$ cat config.mk
export PLATFORM = sky130hd
export DESIGN_NAME = hazard_control_unit
export DESIGN_NICKNAME = d
export VERILOG_FILES = /design/src/rtl/hazard_control_unit.sv
export SDC_FILE = /design/constraint.sdc
export NUM_CORES = 1
export LEC_CHECK = 0
export BUFFER_PORTS_ARGS = -buffer_cell sky130_fd_sc_hd__buf_2
export CORE_UTILIZATION = 35
export DETAILED_ROUTE_END_ITERATION = 6
export PLACE_DENSITY = 0.62
export SYNTH_ARGS = -nofsm -noshare
export SYNTH_HDL_FRONTEND = slang
export SYNTH_SLANG_ARGS = --single-unit
$ cat constraint.sdc
create_clock -name clk -period 2.2 [get_ports clk]
set_clock_uncertainty 0.2 [all_clocks]
set_input_delay 0.11 -clock clk [delete_from_list [all_inputs] [get_ports clk]]
set_output_delay 0.11 -clock clk [all_outputs]
set_load 0.01 [all_outputs]
$ cat src/rtl/hazard_control_unit.sv
// Pipeline sequencing: load-use stalls, multi-cycle EX hold,
// memory-wait freeze and branch squash for the 5-stage core.
module hazard_control_unit #(
  parameter int MC_LATENCY = 4,
  parameter bit ZERO_REG_HARDWIRED = 1'b0,
  parameter int CNT_W = 16
) (
  input  logic             clk,
  input  logic             rst,
  input  logic [3:0]       id_rs1,
  input  logic [3:0]       id_rs2,
  input  logic             id_uses_rs1,
  input  logic             id_uses_rs2,
  input  logic [3:0]       ex_dest,
  input  logic             ex_reg_write,
  input  logic             ex_mem_read,
  input  logic             ex_mc_start,
  input  logic             ex_branch_taken,
  input  logic             mem_req,
  input  logic             mem_ready,
  output logic             pc_en,
  output logic             if_id_en,
  output logic             id_ex_en,
  output logic             ex_mem_en,
  output logic             mem_wb_en,
  output logic             if_id_flush,
  output logic             id_ex_bubble,
  output logic             ex_mem_bubble,
  output logic             mem_wb_bubble,
  output logic             mc_done,
  output logic             busy,
  output logic [CNT_W-1:0] stall_cycles
);

  typedef enum logic {RUN, MC_BUSY} state_t;

  localparam logic [3:0] MC_INIT = 4'(MC_LATENCY - 2);

  state_t     state, state_n;
  logic [3:0] mc_cnt, mc_cnt_n;
  logic       mem_wait;
  logic       src_hit;
  logic       zero_mask;
  logic       load_use;

  assign mem_wait  = mem_req & ~mem_ready;
  assign src_hit   = (id_uses_rs1 && (id_rs1 == ex_dest)) ||
                     (id_uses_rs2 && (id_rs2 == ex_dest));
  assign zero_mask = ZERO_REG_HARDWIRED && (ex_dest == 4'd0);
  assign load_use  = ex_mem_read & ex_reg_write & src_hit & ~zero_mask;

  always_comb begin
    state_n       = state;
    mc_cnt_n      = mc_cnt;
    pc_en         = 1'b1;
    if_id_en      = 1'b1;
    id_ex_en      = 1'b1;
    ex_mem_en     = 1'b1;
    mem_wb_en     = 1'b1;
    if_id_flush   = 1'b0;
    id_ex_bubble  = 1'b0;
    ex_mem_bubble = 1'b0;
    mem_wb_bubble = 1'b0;
    mc_done       = 1'b0;
    busy          = (state == MC_BUSY);
    if (rst) begin
      pc_en         = 1'b0;
      if_id_en      = 1'b0;
      id_ex_en      = 1'b0;
      ex_mem_en     = 1'b0;
      mem_wb_en     = 1'b0;
      if_id_flush   = 1'b1;
      id_ex_bubble  = 1'b1;
      ex_mem_bubble = 1'b1;
      mem_wb_bubble = 1'b1;
      busy          = 1'b0;
    end else if (mem_wait) begin
      // full freeze; the multi-cycle op keeps counting underneath
      pc_en         = 1'b0;
      if_id_en      = 1'b0;
      id_ex_en      = 1'b0;
      ex_mem_en     = 1'b0;
      mem_wb_en     = 1'b0;
      mem_wb_bubble = 1'b1;
      if (mc_cnt != 4'd0) mc_cnt_n = mc_cnt - 4'd1;
    end else if (state == MC_BUSY) begin
      if (mc_cnt != 4'd0) begin
        pc_en         = 1'b0;
        if_id_en      = 1'b0;
        id_ex_en      = 1'b0;
        ex_mem_bubble = 1'b1;
        mc_cnt_n      = mc_cnt - 4'd1;
      end else begin
        mc_done = 1'b1;
        state_n = RUN;
      end
    end else if (ex_mc_start) begin
      pc_en         = 1'b0;
      if_id_en      = 1'b0;
      id_ex_en      = 1'b0;
      ex_mem_bubble = 1'b1;
      state_n       = MC_BUSY;
      mc_cnt_n      = MC_INIT;
    end else if (ex_branch_taken) begin
      if_id_flush  = 1'b1;
      id_ex_bubble = 1'b1;
    end else if (load_use) begin
      pc_en        = 1'b0;
      if_id_en     = 1'b0;
      id_ex_bubble = 1'b1;
    end
  end

  always_ff @(posedge clk or posedge rst) begin
    if (rst) begin
      state  <= RUN;
      mc_cnt <= 4'd0;
    end else begin
      state  <= state_n;
      mc_cnt <= mc_cnt_n;
    end
  end

  always_ff @(posedge clk or posedge rst) begin
    if (rst) begin
      stall_cycles <= '0;
    end else if (!pc_en && (stall_cycles != '1)) begin
      stall_cycles <= stall_cycles + 1'b1;
    end
  end

endmodule

==> summary by stage <==
Detailed routing
The post-detailed-route DRC marker count is 0. The count of nets left with antenna violations once routing finished came out at 0. For this block, the via count after detailed routing is 1251. The final layout contains routed wiring with a total length of around 3300 um. Before antenna repair, the detailed router went through 4 iterations.

The routed wire length per instance is approximately 13 um. The detailed router finished its first iteration with 39 violations. Using the TritonRoute via totals, the vias-per-cell ratio works out to a little under 5.

Timing
The final-report max-slew violation count came to 0. At the pin with the least slew margin, the transition time is 0.485 ns. Setup repair after global routing could not meet its margin everywhere.

The max-slew headroom at the worst pin is 0.675. Derived from the worst setup path, the maximum achievable clock frequency is 437 MHz. The worst setup margin is -0.0902 ns. Setup violations remaining at the end of the flow were counted as 12. Dividing the final minimum period by the clock period gives 1.04.

The final number of hold-violating endpoints is 0. The time the final worst path needs with I/O delays and setup is roughly 2.3 ns.

Pwr
The design internal power is 1070 uW. The clock share of power is 0.146. The post-layout total power is 1780 uW.

The fraction of power spent switching nets is 0.399. The maximum VDD drop is ~0.51 mV. Of the total power, registers draw 0.376. The leakage power summed over all cells is between 0.0009 and 0.001 uW. The combinational share of power is 0.478.

The switching power summed over all nets is 710 uW. For this design the ratio of total power to cell area is 916 nW/um^2.

Worst setup path
The critical path arrival is between 2 and 2.5 ns. The startpoint of the lowest-slack register-to-register path is mc_cnt[1]. Of all nets on the critical path, the largest fanout is 4. The critical path is of the flop to flop type. The critical path required time is 2.16 ns.

The total stage count of the critical path is 8. The number of cells on the worst reg-to-reg path is 8. The largest individual stage delay along the critical path comes from the cell dfrtp_1. The number of buffers and inverters on the critical path is 1. Traced cell by cell, the critical path runs through inv_2 > ha_4 > nor3b_4 > a2111oi_4 > a32o_2 > nor2_4 > nor4b_4 > mux2_4.

The kind of cell with the highest combined delay along the critical path is compound AO/OA/AOI/OAI gates. The capturing element type of the critical path is a flop. In this design, the stage delay of the slowest critical-path cell is roughly 0.37 ns. The register-to-register setup slack is -0.09 ns. STA classifies the critical path startpoint as a flop. The capturing point of the worst reg2reg path is stall_cycles[10].

Logic synthesis
The proportion of synthesized chip area in sequential cells is 0.393. When the netlist entered floorplanning its net count stood at around 170. The register bit total from synthesis is 21. The share of synthesized flip-flops with an asynchronous set or reset is 1.00.

The number of enable flip-flop cells after synthesis is 0. The most common cell in the synthesized netlist is dfrtp_1. Of the post-synthesis cell area, the dominant cell type holds 0.393.

Of the total synthesized cell area, the portion taken by full adders, half adders and majority gates is 0.0187. The cell area after synthesis is roughly 1300 sq um. The simple-gate area share of the yosys netlist is 0.263. The xor/xnor share of the synthesized area is 0.137.

The yosys synthesis warning count is 0. The post-synthesis average cell area is 9.49 sq um. Ranked by instance count, the synthesized netlist is headed by dfrtp_1, nor2_1, xor2_1.

The compound-gate portion of the synthesized area came to 0.126. For this run, the leading register cell type out of synthesis is dfrtp_1. The mux contribution to synthesized area is 0.0196. After technology mapping, the gate count stands at 141. Sorting the synthesized cells by area gives the leading types as dfrtp_1, xor2_1, nor2_1, nand2_1, xnor2_1.

By area, the combinational part of the netlist is dominated by simple AND/OR/NAND/NOR gates. The number of unique standard cell types used by synthesis is 36. The cell type with the largest total area after synthesis is dfrtp_1.

Global routing
The initial antenna violation count came to 0. The wire length of the first global-routing pass is between 5000 and 6000 um. Entering global routing, the biggest net connects 21 pins. Global routing finished with a remaining overflow of 0.

The global router's overall resource usage is 0.172. The number of global-route vias before repair came to between 1k and 1.5k.

Place
The routability-driven placement congestion ratio is 0.782. Input and output buffers added on the ports amount to 48. After detailed placement, the design holds a cell count of between 200 and 250. After detailed placement, the total cell area comes to 1730 sq um.

The worst slack at placement is -0.134 ns. Detailed placement ended at an HPWL of approximately 2500 um.

Layout
The design area is 1940 sq um. In the final layout, the share of cells above drive strength 1 is 0.464. 0 antenna diodes ended up in the layout. The fraction of the core area covered by cells at the end of the flow is 0.531.

The area growth from synthesis to layout is 45.2%. The final net count is roughly 230. For this run, the number of standard cells in the final layout without fillers is around 260.

Fill cells in the final layout number approximately 370.

Hold path
The worst hold path begins at rst. The worst hold path terminates at mc_cnt[1]. The tightest min-delay check is of the input pin to flop type. The hold-critical path depth is 3.

Floorplanning
The die footprint is just over 4000 sq um. The die extent in y is 63.8 um. The placement row count is 22. For this configuration, the core starts out at a cell density of 0.366. The number of ports placed on the die boundary is 49. The total core area is between 3000 and 4000 sq um.

The width of the chip is ~64 um.

Clock tree
The clock input transition at the sequential cells of the worst setup and hold paths is about 0.08 ns. The TritonCTS clock tree is yes. Clock tree synthesis found a total of 21 sinks.

The number of buffers added by the clock tree synthesis step is 3. The number of H-tree branching levels is 1. Clock latency on the worst-skew pair, taken at its later pin, is approximately 0.26 ns. The largest buffer count on any clock path is 2. The root buffer cell chosen for the clock tree is clkbuf_8.

Run status
The final reports fail on setup timing. The flow ran to the end, but the final reports show violations.

Flow run
The number of max-capacitance violations reported is 0.
==> worst register-to-register path, cell delays in order (launching register included) <==
cell and delay [ns]:
dfrtp_1 0.37, inv_2 0.06, ha_4 0.15, nor3b_4 0.16
a2111oi_4 0.28, a32o_2 0.27, nor2_4 0.07, nor4b_4 0.30
mux2_4 0.32
==> kinds of logic after synthesis <==
kind of cell | count (synthesis)
XOR/XNOR | 21
AO/OA/AOI/OAI | 21
multiplexers | 2
adder cells (fa/ha/maj) | 2
buffers and inverters | 13
AND/OR/NAND/NOR | 61
flip-flops | 21
==> how the worst max path moves through the flow <==
stage | from | endpoint
after detailed placement | mc_cnt[1] | stall_cycles[10]
after global routing | mc_cnt[1] | if_id_en
after global placement | mc_cnt[1] | stall_cycles[10]
final | mc_cnt[1] | stall_cycles[10]
after CTS | mc_cnt[1] | stall_cycles[10]
after floorplan | mc_cnt[0] | stall_cycles[10]
==> cell usage in the layout (no fill, tap or decap), drive strengths merged, types with 2 or more instances in the layout <==
master,count
inv,10
nor4b,3
dlygate4sd3,2
ha,2
dfrtp,21
mux2,2
nand2,12
buf,65
a21oi,5
o21ai,8
xnor2,5
xor2,16
or2,3
nand4,3
nand3,8
nor4,3
nor2,17
nor2b,2
nor3,7
clkbuf,3
==> through the flow <==
stage | TNS [ns] | hold WS [ns]
global route | -2.05 | 0.130
CTS | -0.820 | 0.0895
detailed placement | -0.462 | -0.133
finish | -0.615 | 0.0847
global placement | -0.0317 | -0.135
floorplan | -0.174 | -0.0910
==> layout make-up <==
| type | count | area, sq um | share of cell area |
|---|---|---|---|
| well taps | 48 | 60.1 | 0.0309 |
| flip-flops and latches | 21 | 526 | 0.270 |
| clock buffers | 3 | 41.3 | 0.0212 |
| inverters | 10 | 37.5 | 0.0193 |
| repair buffers | 67 | 427 | 0.219 |
| clock inverters | 1 | 5.00 | 0.00257 |
| multi-input cells | 107 | 848 | 0.436 |
==> power by group through the flow <==
stage	Combinational [uW]	Sequential, uW	Clock, uW
after floorplan	406	686	0
after global routing	950	689	274
after CTS	786	665	266
after global placement	734	665	0
after detailed placement	751	668	0
final	852	670	260
==> routing by layer <==
metal  share of wire  routed length [um]  GRT usage  vias up
met5               0                   0          0        -
met1            0.46                1520      0.218      601
met2            0.49                1610      0.303       24
met3           0.038                 123     0.0232        4
met4          0.0079                  26     0.0483        0
li1                -                   -          -      622
==> state kept, by name, indices dropped and copies added (netlist names) <==
register / cells
state: 1
mc_cnt: 4
stall_cycles: 16
==> timing repair <==
| action | in CTS | in global routing |
|---|---|---|
| resized for setup | 9 | 20 |
| pin swaps | 8 | 15 |
| hold buffers | 2 | 0 |
| setup buffers | 1 | 1 |
| endpoints found under the setup margin | 16 | 17 |
| endpoints found under the hold margin | 22 | 0 |
Note: power is estimated with default switching activity, not from simulation.
